### src/rtl/multicycle_seq_pkg.sv
//------------------------------------------------------------------------------
// multicycle_seq_pkg
// Shared state encoding, opcode constants and control codes for the sequencer.
// Rev 1.0
//------------------------------------------------------------------------------
`default_nettype none

package multicycle_seq_pkg;

    typedef enum logic [2:0] {
        S_IDLE   = 3'd0,
        S_FETCH  = 3'd1,
        S_DECODE = 3'd2,
        S_EXEC   = 3'd3,
        S_MEM    = 3'd4,
        S_WB     = 3'd5,
        S_HALT   = 3'd6
    } state_e;

    typedef enum logic [2:0] {
        CL_RTYPE   = 3'd0,
        CL_ADDI    = 3'd1,
        CL_LW      = 3'd2,
        CL_SW      = 3'd3,
        CL_BEQ     = 3'd4,
        CL_BNE     = 3'd5,
        CL_J       = 3'd6,
        CL_ILLEGAL = 3'd7
    } iclass_e;

    localparam logic [5:0] c_OP_RTYPE = 6'h00;
    localparam logic [5:0] c_OP_ADDI  = 6'h08;
    localparam logic [5:0] c_OP_LW    = 6'h23;
    localparam logic [5:0] c_OP_SW    = 6'h2B;
    localparam logic [5:0] c_OP_BEQ   = 6'h04;
    localparam logic [5:0] c_OP_BNE   = 6'h05;
    localparam logic [5:0] c_OP_J     = 6'h02;

    localparam logic [1:0] c_ALU_ADD   = 2'b00;
    localparam logic [1:0] c_ALU_SUB   = 2'b01;
    localparam logic [1:0] c_ALU_FUNCT = 2'b10;

    localparam logic [1:0] c_PC_PLUS4  = 2'b00;
    localparam logic [1:0] c_PC_BRANCH = 2'b01;
    localparam logic [1:0] c_PC_JUMP   = 2'b10;

    function automatic iclass_e classify(input logic [5:0] op);
        iclass_e cls;
        case (op)
            c_OP_RTYPE: cls = CL_RTYPE;
            c_OP_ADDI:  cls = CL_ADDI;
            c_OP_LW:    cls = CL_LW;
            c_OP_SW:    cls = CL_SW;
            c_OP_BEQ:   cls = CL_BEQ;
            c_OP_BNE:   cls = CL_BNE;
            c_OP_J:     cls = CL_J;
            default:    cls = CL_ILLEGAL;
        endcase
        return cls;
    endfunction

endpackage

`default_nettype wire

### src/rtl/multicycle_seq_mem_wait_timer.sv
//------------------------------------------------------------------------------
// mem_wait_timer
// Counts cycles spent waiting on a memory ready; flags timeout at TIMEOUT-1.
// Rev 1.0
//------------------------------------------------------------------------------
`default_nettype none

module mem_wait_timer #(
    parameter int TIMEOUT = 16
) (
    input  logic clk,
    input  logic rst_n,
    input  logic i_active,
    input  logic i_ready,
    output logic o_timeout
);

    localparam int          c_CW      = (TIMEOUT > 2) ? $clog2(TIMEOUT) : 1;
    localparam int          c_LIMIT   = (TIMEOUT == 0) ? 0 : TIMEOUT - 1;
    localparam logic [c_CW-1:0] c_LIMIT_V = c_CW'(c_LIMIT);
    localparam logic        c_EN      = (TIMEOUT != 0);

    logic [c_CW-1:0] r_cnt;

    // Holding the count at zero outside a wait gives the clear-on-entry behaviour.
    always_ff @(posedge clk or negedge rst_n) begin
        if (!rst_n) begin
            r_cnt <= '0;
        end else if (!i_active || i_ready) begin
            r_cnt <= '0;
        end else begin
            r_cnt <= r_cnt + c_CW'(1);
        end
    end

    assign o_timeout = c_EN && i_active && !i_ready && (r_cnt == c_LIMIT_V);

endmodule

`default_nettype wire

### src/rtl/multicycle_seq.sv
//------------------------------------------------------------------------------
// multicycle_seq
// Multi-cycle FETCH/DECODE/EXEC/MEM/WB sequencing controller with halt/errors.
// Rev 1.0
//------------------------------------------------------------------------------
`default_nettype none

module multicycle_seq
    import multicycle_seq_pkg::*;
#(
    parameter int CNT_W   = 32,
    parameter int TIMEOUT = 16
) (
    input  logic             clk,
    input  logic             rst_n,
    input  logic             start,
    input  logic             halt_req,
    input  logic [5:0]       opcode,
    input  logic             zero,
    input  logic             imem_ready,
    input  logic             dmem_ready,
    output logic             imem_req,
    output logic             dmem_rd,
    output logic             dmem_wr,
    output logic             pc_we,
    output logic [1:0]       pc_src,
    output logic             ir_we,
    output logic             reg_we,
    output logic             reg_dst,
    output logic             mem_to_reg,
    output logic             alu_src,
    output logic [1:0]       alu_op,
    output logic             busy,
    output logic             halted,
    output logic             err_illegal,
    output logic             err_timeout,
    output logic [CNT_W-1:0] retired
);

    state_e          r_state;
    state_e          w_next;
    iclass_e         r_cls;
    logic [CNT_W-1:0] r_retired;
    logic            r_err_illegal;
    logic            r_err_timeout;

    logic w_retire;
    logic w_set_illegal;
    logic w_set_timeout;
    logic w_wait_active;
    logic w_ready;
    logic w_timeout;

    assign w_wait_active = (r_state == S_FETCH) || (r_state == S_MEM);
    assign w_ready       = (r_state == S_FETCH) ? imem_ready : dmem_ready;

    mem_wait_timer #(
        .TIMEOUT (TIMEOUT)
    ) u_timer (
        .clk       (clk),
        .rst_n     (rst_n),
        .i_active  (w_wait_active),
        .i_ready   (w_ready),
        .o_timeout (w_timeout)
    );

    always_ff @(posedge clk or negedge rst_n) begin
        if (!rst_n) begin
            r_state <= S_IDLE;
        end else begin
            r_state <= w_next;
        end
    end

    always_comb begin
        w_next        = r_state;
        w_retire      = 1'b0;
        w_set_illegal = 1'b0;
        w_set_timeout = 1'b0;
        imem_req      = 1'b0;
        dmem_rd       = 1'b0;
        dmem_wr       = 1'b0;
        pc_we         = 1'b0;
        pc_src        = c_PC_PLUS4;
        ir_we         = 1'b0;
        reg_we        = 1'b0;
        reg_dst       = 1'b0;
        mem_to_reg    = 1'b0;
        alu_src       = 1'b0;
        alu_op        = c_ALU_ADD;
        case (r_state)
            S_IDLE: begin
                if (start) w_next = S_FETCH;
            end
            S_FETCH: begin
                imem_req = 1'b1;
                if (imem_ready) begin
                    ir_we  = 1'b1;
                    pc_we  = 1'b1;
                    pc_src = c_PC_PLUS4;
                    w_next = S_DECODE;
                end else if (w_timeout) begin
                    w_next        = S_HALT;
                    w_set_timeout = 1'b1;
                end
            end
            S_DECODE: begin
                if (classify(opcode) == CL_ILLEGAL) begin
                    w_next        = S_HALT;
                    w_set_illegal = 1'b1;
                end else begin
                    w_next = S_EXEC;
                end
            end
            S_EXEC: begin
                case (r_cls)
                    CL_RTYPE: begin
                        alu_op = c_ALU_FUNCT;
                        w_next = S_WB;
                    end
                    CL_ADDI: begin
                        alu_src = 1'b1;
                        w_next  = S_WB;
                    end
                    CL_LW, CL_SW: begin
                        alu_src = 1'b1;
                        w_next  = S_MEM;
                    end
                    CL_BEQ: begin
                        alu_op   = c_ALU_SUB;
                        pc_we    = zero;
                        pc_src   = c_PC_BRANCH;
                        w_retire = 1'b1;
                    end
                    CL_BNE: begin
                        alu_op   = c_ALU_SUB;
                        pc_we    = !zero;
                        pc_src   = c_PC_BRANCH;
                        w_retire = 1'b1;
                    end
                    CL_J: begin
                        pc_we    = 1'b1;
                        pc_src   = c_PC_JUMP;
                        w_retire = 1'b1;
                    end
                    default: w_next = S_HALT;
                endcase
            end
            S_MEM: begin
                alu_src = 1'b1;
                dmem_rd = (r_cls == CL_LW);
                dmem_wr = (r_cls == CL_SW);
                if (dmem_ready) begin
                    if (r_cls == CL_LW) w_next = S_WB;
                    else                w_retire = 1'b1;
                end else if (w_timeout) begin
                    w_next        = S_HALT;
                    w_set_timeout = 1'b1;
                end
            end
            S_WB: begin
                reg_we     = 1'b1;
                reg_dst    = (r_cls == CL_RTYPE);
                mem_to_reg = (r_cls == CL_LW);
                w_retire   = 1'b1;
            end
            S_HALT: begin
                w_next = S_HALT;
            end
            default: w_next = S_IDLE;
        endcase
        if (w_retire) w_next = halt_req ? S_IDLE : S_FETCH;
    end

    // Instruction class is captured in DECODE so EXEC/MEM/WB don't depend on the IR staying stable.
    always_ff @(posedge clk or negedge rst_n) begin
        if (!rst_n) begin
            r_cls         <= CL_RTYPE;
            r_retired     <= '0;
            r_err_illegal <= 1'b0;
            r_err_timeout <= 1'b0;
        end else begin
            if (r_state == S_DECODE) r_cls <= classify(opcode);
            if (w_retire)            r_retired <= r_retired + CNT_W'(1);
            if (w_set_illegal)       r_err_illegal <= 1'b1;
            if (w_set_timeout)       r_err_timeout <= 1'b1;
        end
    end

    assign busy        = (r_state != S_IDLE) && (r_state != S_HALT);
    assign halted      = (r_state == S_HALT);
    assign err_illegal = r_err_illegal;
    assign err_timeout = r_err_timeout;
    assign retired     = r_retired;

endmodule

`default_nettype wire

### config.mk
export PLATFORM = sky130hd
export DESIGN_NAME = multicycle_seq
export DESIGN_NICKNAME = d
export VERILOG_FILES = /design/src/rtl/multicycle_seq_pkg.sv /design/src/rtl/multicycle_seq_mem_wait_timer.sv /design/src/rtl/multicycle_seq.sv
export SDC_FILE = /design/constraint.sdc
export NUM_CORES = 1
export LEC_CHECK = 0
export ABC_AREA = 1
export CAP_MARGIN = 20
export CORE_ASPECT_RATIO = 0.7
export CORE_MARGIN = 5
export CORE_UTILIZATION = 30
export DETAILED_ROUTE_END_ITERATION = 16
export GPL_TIMING_DRIVEN = 0
export SYNTH_ARGS = -nofsm -noshare
export SYNTH_HDL_FRONTEND = slang
export SYNTH_SLANG_ARGS = --single-unit
### constraint.sdc
create_clock -name clk -period 1.31 [get_ports clk]
set_input_delay 0.393 -clock clk [delete_from_list [all_inputs] [get_ports clk]]
set_output_delay 0.393 -clock clk [all_outputs]
set_load 0.005 [all_outputs]
After elaboration in Yosys (flattened, before gate mapping)
Index checks and enable logic that the tools add are counted.
{ "word_totals": {"reg_bits": 44, "in_bits": 13, "output_inout_bits": 49} }
{ "op_classes": {"n_eq_ne": 25, "muxes": 40, "reduce_logical": 18, "add_sub_neg": 2} }
{ "ops": {"columns": ["cell", "n"], "rows": [
  ["$pmux 3 s7", 2],
  ["$add 32x1->32 const B", 1],
  ["$mux 3", 8],
  ["$eq 3x3->1 const B", 7],
  ["$mux 1", 19],
  ["$eq 3x2->1 const B", 4],
  ["$eq 6x3->1 const B", 2],
  ["$eq 6x6->1 const B", 2],
  ["$ne 3x3->1 const B", 3],
  ["$pmux 3 s3", 1],
  ["$pmux 2 s2", 2],
  ["$eq 3x1->1 const B", 2],
  ["$eq 6x2->1 const B", 1],
  ["$eq 6x4->1 const B", 1],
  ["$logic_not 3->1", 2],
  ["$logic_not 6->1", 1],
  ["$pmux 1 s2", 3],
  ["$pmux 1 s3", 2],
  ["$reduce_or 2->1", 3],
  ["$reduce_or 3->1", 2],
  ["$add 4x1->4 const B", 1],
  ["$eq 4x4->1 const B", 1],
  ["$mux 2", 2],
  ["$mux 4", 1],
  ["other kinds (7)", 12]
]} }

Depth between registers and ports, before layout
{ "depth": {"depth_word": 9, "ltp_mapped": 10} }

By module
From an unflattened synthesis, not the netlist that was laid out.
{ "hier_totals": {"cells_unflattened": 469, "area_unflattened_um2": 3026.7} }
{ "modules_own_cells": {"columns": ["module", "seq_area_each_um2", "cells_each", "n_inst", "area_each_um2"], "rows": [
  ["multicycle_seq", 1001.0, 447, 1, 2840.2],
  ["mem_wait_timer", 100.1, 22, 1, 186.4]
]} }

Least setup slack after synthesis
No wires, ideal clock.
{ "synth_path": {"path_kind": "register -> register", "from": "register r_retired[0] (netlist: retired[0])", "to": "register r_retired[30] (netlist: retired[30])", "arrival_time_ns": 1.335, "synth_period_minus_slack_ns": 1.451, "setup_time_ns": 0.117, "stages_incl_launch_ff": 10, "slack_ns": -0.141, "cell_sequence": "dfrtp_1 -> ha_1 -> nand3_1 -> inv_1 -> nand2_1 -> nor2_1 -> nand2_1 -> xnor2_1 -> nand2_1 -> nand2_1"} }
{ "synth_between": {"elab_chain_len": 1} }
{ "synth_lines": {"columns": ["element", "line_no", "source"], "rows": [
  ["start: declaration", "multicycle_seq.sv:43", "logic [CNT_W-1:0] r_retired;"],
  ["start signal: assignment", "multicycle_seq.sv:184", "if (w_retire) r_retired <= r_retired + CNT_W'(1);"],
  ["$add 32x1->32", "multicycle_seq.sv:184", null]
]} }
Every way passes these cells.
A chain may end at the register's enable or synchronous reset.

Worst setup path in the final report
{ "layout_path": {"from": "register r_state[2]", "to": "output pc_src[1]"} }
{ "layout_between": {"elab_chain_len": 2} }
{ "layout_lines": {"columns": ["element", "line_no", "source"], "rows": [
  ["start: declaration", "multicycle_seq.sv:40", "state_e r_state;"],
  ["start signal: assignment", "multicycle_seq.sv:71", "r_state <= w_next;"],
  ["$eq 3x2->1", "multicycle_seq.sv:91", "case (r_state)"],
  ["$mux 2", null, null],
  ["end: declaration", "multicycle_seq.sv:26", "output logic [1:0] pc_src,"]
]} }
Every way passes these cells.

==> impl_metrics.ini <==
[outcome]
status = finished with violations
violations = setup timing

[yosys]
synth.top_cells.by_area = dfrtp_1 (39%), nand2_1 (23%), nor2_1 (10%), inv_1 (5.3%), xnor2_1 (5.3%)
syn_area_mm2 = 0.00283
yosysWarningCount = 0
ys_ff_latch = 44
ys_top_cells_by_count = nand2_1 (172), nor2_1 (79), dfrtp_1 (44)
synth_most_common_cell = nand2_1
synth_cell_types = 28
synth-edff-count = 0
syn-num-nets = 441
syn_avg_cell_area_um2 = 6.64
synthArstFlopShare_pct = 100
ys.flop_type = dfrtp_1
yosysTopAreaCellShare_pct = 38.9
synth_cells = 426
synth_top_area_cell = dfrtp_1
ys_seq_area_share_pct = 38.9

[sta]
timing_worst_slew_pin_value_ns = 0.430
hold_ws_ns = 0.0351
relSlewSlack_pct = 71.4
min_period_over_period_pct = 135
setup_violations = 58
skew_ns = 0.00651
finalMaxSlewViolations = 0
setup_ws_ns = -0.458
max_freq_mhz = 566
hold_viol_final = 0
fin_crit_ns = 1.77
grt_setup_unrepaired = true

[final_layout]
diodes = 0
drive_above_1_share_pct = 37.3
fin_nets = 588
n_fill_cell = 866
seq_area_mm2 = 0.00111
syn_to_final_growth_pct = 70.1
multiInputGateArea_mm2 = 0.00185

[floorplan]
num_io_pins = 62
die_w_um = 126
row_count = 29
core_mm2 = 0.00914
die_area_mm2 = 0.0115
dieHeight_um = 91.2
initial_core_util_pct = 30.9

[grt]
grtUsageMet3_pct = 4.16
grt_use_met2_pct = 25.4
grt_util_all_layers_pct = 17.0
top_usage_layer = met2
grt_pass1_wl_um = 15900
grt_util_met1_pct = 24.8
grt_max_degree = 29
grt_pass1_vias = 3066
antenna_found_initial = 0
grt_overflow = 0

[drt]
wirelength_um = 9930
wl_per_cell_um = 14.2
firstDrtPassIters = 5
drtIter0Drc = 173
ant_nets = 0
via_per_inst = 4.56
vias = 3181
drc = 0

[power]
pwr-share-seq_pct = 24.0
pwr-share-clk_pct = 19.3
swShare_pct = 37.0
p_int_mw = 4.79
p_total_mw = 7.60
cellLeakagePower_nw = 2.37
pwr-share-comb_pct = 56.7
p_per_area_mw_per_mm2 = 1580
ir_drop_mv = 0.671
p_sw_mw = 2.81

[clock_tree]
root_buffer = clkbuf_16
clock_path_buffers = 2
h-tree-depth = 2
numCtsBuffers = 5
clk_pin_slew_worst_paths_ns = 0.07
cts_tree = done
insertion_delay_ns = 0.29
clock-sinks = 44

[worst_setup_path]
cp-start-kind = flop
crit_arrival_ns = 1.37
critPathKind = reg2out
cp-end-kind = primary output
cp_data_required_time_ns = 0.92
cp_max_fo = 5

[place]
dp_hpwl_um = 6770
numPortBuffers = 61
place.gp.congestion = 0.939
preCtsSetupSlack_ns = -0.766

[worst_hold_path]
holdCritPathClass = in2async

[run]
cap_violations = 0
## timing repair
action,in CTS,in global routing
buffers inserted,60,13
cloned,6,0
hold buffers,0,0
pin swaps,11,18
endpoints found under the setup margin,88,68
gates resized for setup,215,64
## worst max-delay path: stages, from the launching register on
cell and delay [ns]:
dfrtp_2 0.45, inv_2 0.10, nand3_4 0.10, nor2_4 0.13, inv_4 0.07, nor3_2 0.09
buf_2 0.13
## layer usage
| layer | routed length (um) | vias to the layer above |
|---|---|---|
| met5 | 0 | - |
| met4 | 172 | 0 |
| met3 | 702 | 15 |
| met2 | 4350 | 87 |
| met1 | 4710 | 1471 |
| li1 | - | 1608 |
## sequential cells by signal, summed over array words and instances, names as in the netlist
register       cells
err_timeout        1
err_illegal        1
retired           32
u_timer.r_cnt      4
r_cls              3
r_state            3
## placed cells by master, fill, tap and decap left out, types with 7 or more instances in the layout
master	n
clkdlybuf4s15_1	18
dlygate4sd2_1	9
nor2_4	11
nand2_2	20
dfrtp_2	11
nor2_1	61
dfrtp_1	33
xor2_1	12
buf_2	17
buf_6	19
xnor2_1	16
clkbuf_2	8
inv_1	30
inv_2	12
nand2_4	7
nand2_1	146
nor2_2	10
buf_4	56
nand3_1	10
## power groups by stage
stage	Sequential (mW)	Combinational [mW]	Clock [mW]
CTS	1.81	3.85	1.50
finish	1.83	4.30	1.47
global placement	1.96	2.05	0
floorplan	1.89	1.21	0
detailed placement	1.97	2.07	0
global route	1.86	4.64	1.55
## cell families after synthesis
group | synth area share (%)
buf+inv | 7.12
flops | 38.9
compound gates | 3.36
xor+xnor | 8.98
simple gates | 40.7
fa+ha+maj | 0.885
## metrics by stage
stage | utilization [%] | setup TNS (ns) | instance area [um^2] | std cells
floorplan | - | -0.552 | 2890 | 426
global placement | 40.0 | -87.04 | 3660 | 611
detailed placement | 40.1 | -25.54 | 3670 | 612
CTS | 50.3 | -18.68 | 4600 | 686
global route | 52.6 | -23.07 | 4810 | 698
finish | 52.6 | -18.85 | 4810 | 698
## path summary, 6_finish.rpt
kind                                                  from                          to  slack [ns]  cells after the start
max in group asynchronous                            rst_n     retired[16]$_DFFE_PN0P_        0.77                      2
worst min register to register  u_timer.r_cnt[0]$_DFF_PN0_  u_timer.r_cnt[0]$_DFF_PN0_        0.46                      1
worst max register to register      r_state[1]$_DFFE_PN0P_     retired[19]$_DFFE_PN0P_       -0.44                     10
worst min-delay path                                 rst_n      retired[0]$_DFFE_PN0P_        0.04                      1
worst max-delay path                r_state[2]$_DFFE_PN0P_                   pc_src[1]       -0.46                      6
min in group clk                u_timer.r_cnt[0]$_DFF_PN0_  u_timer.r_cnt[0]$_DFF_PN0_        0.46                      1
## area by class of cell
class	count	area share, %
flip-flops and latches	44	23.2
well taps	124	3.22
clock inverters	3	0.988
repair inverters	1	0.130
inverters	44	3.64
multi-input cells	333	38.4
clock buffers	5	2.60
plain buffers	5	1.56
repair buffers	139	26.2
No activity file was read; power rests on OpenSTA's default activity.
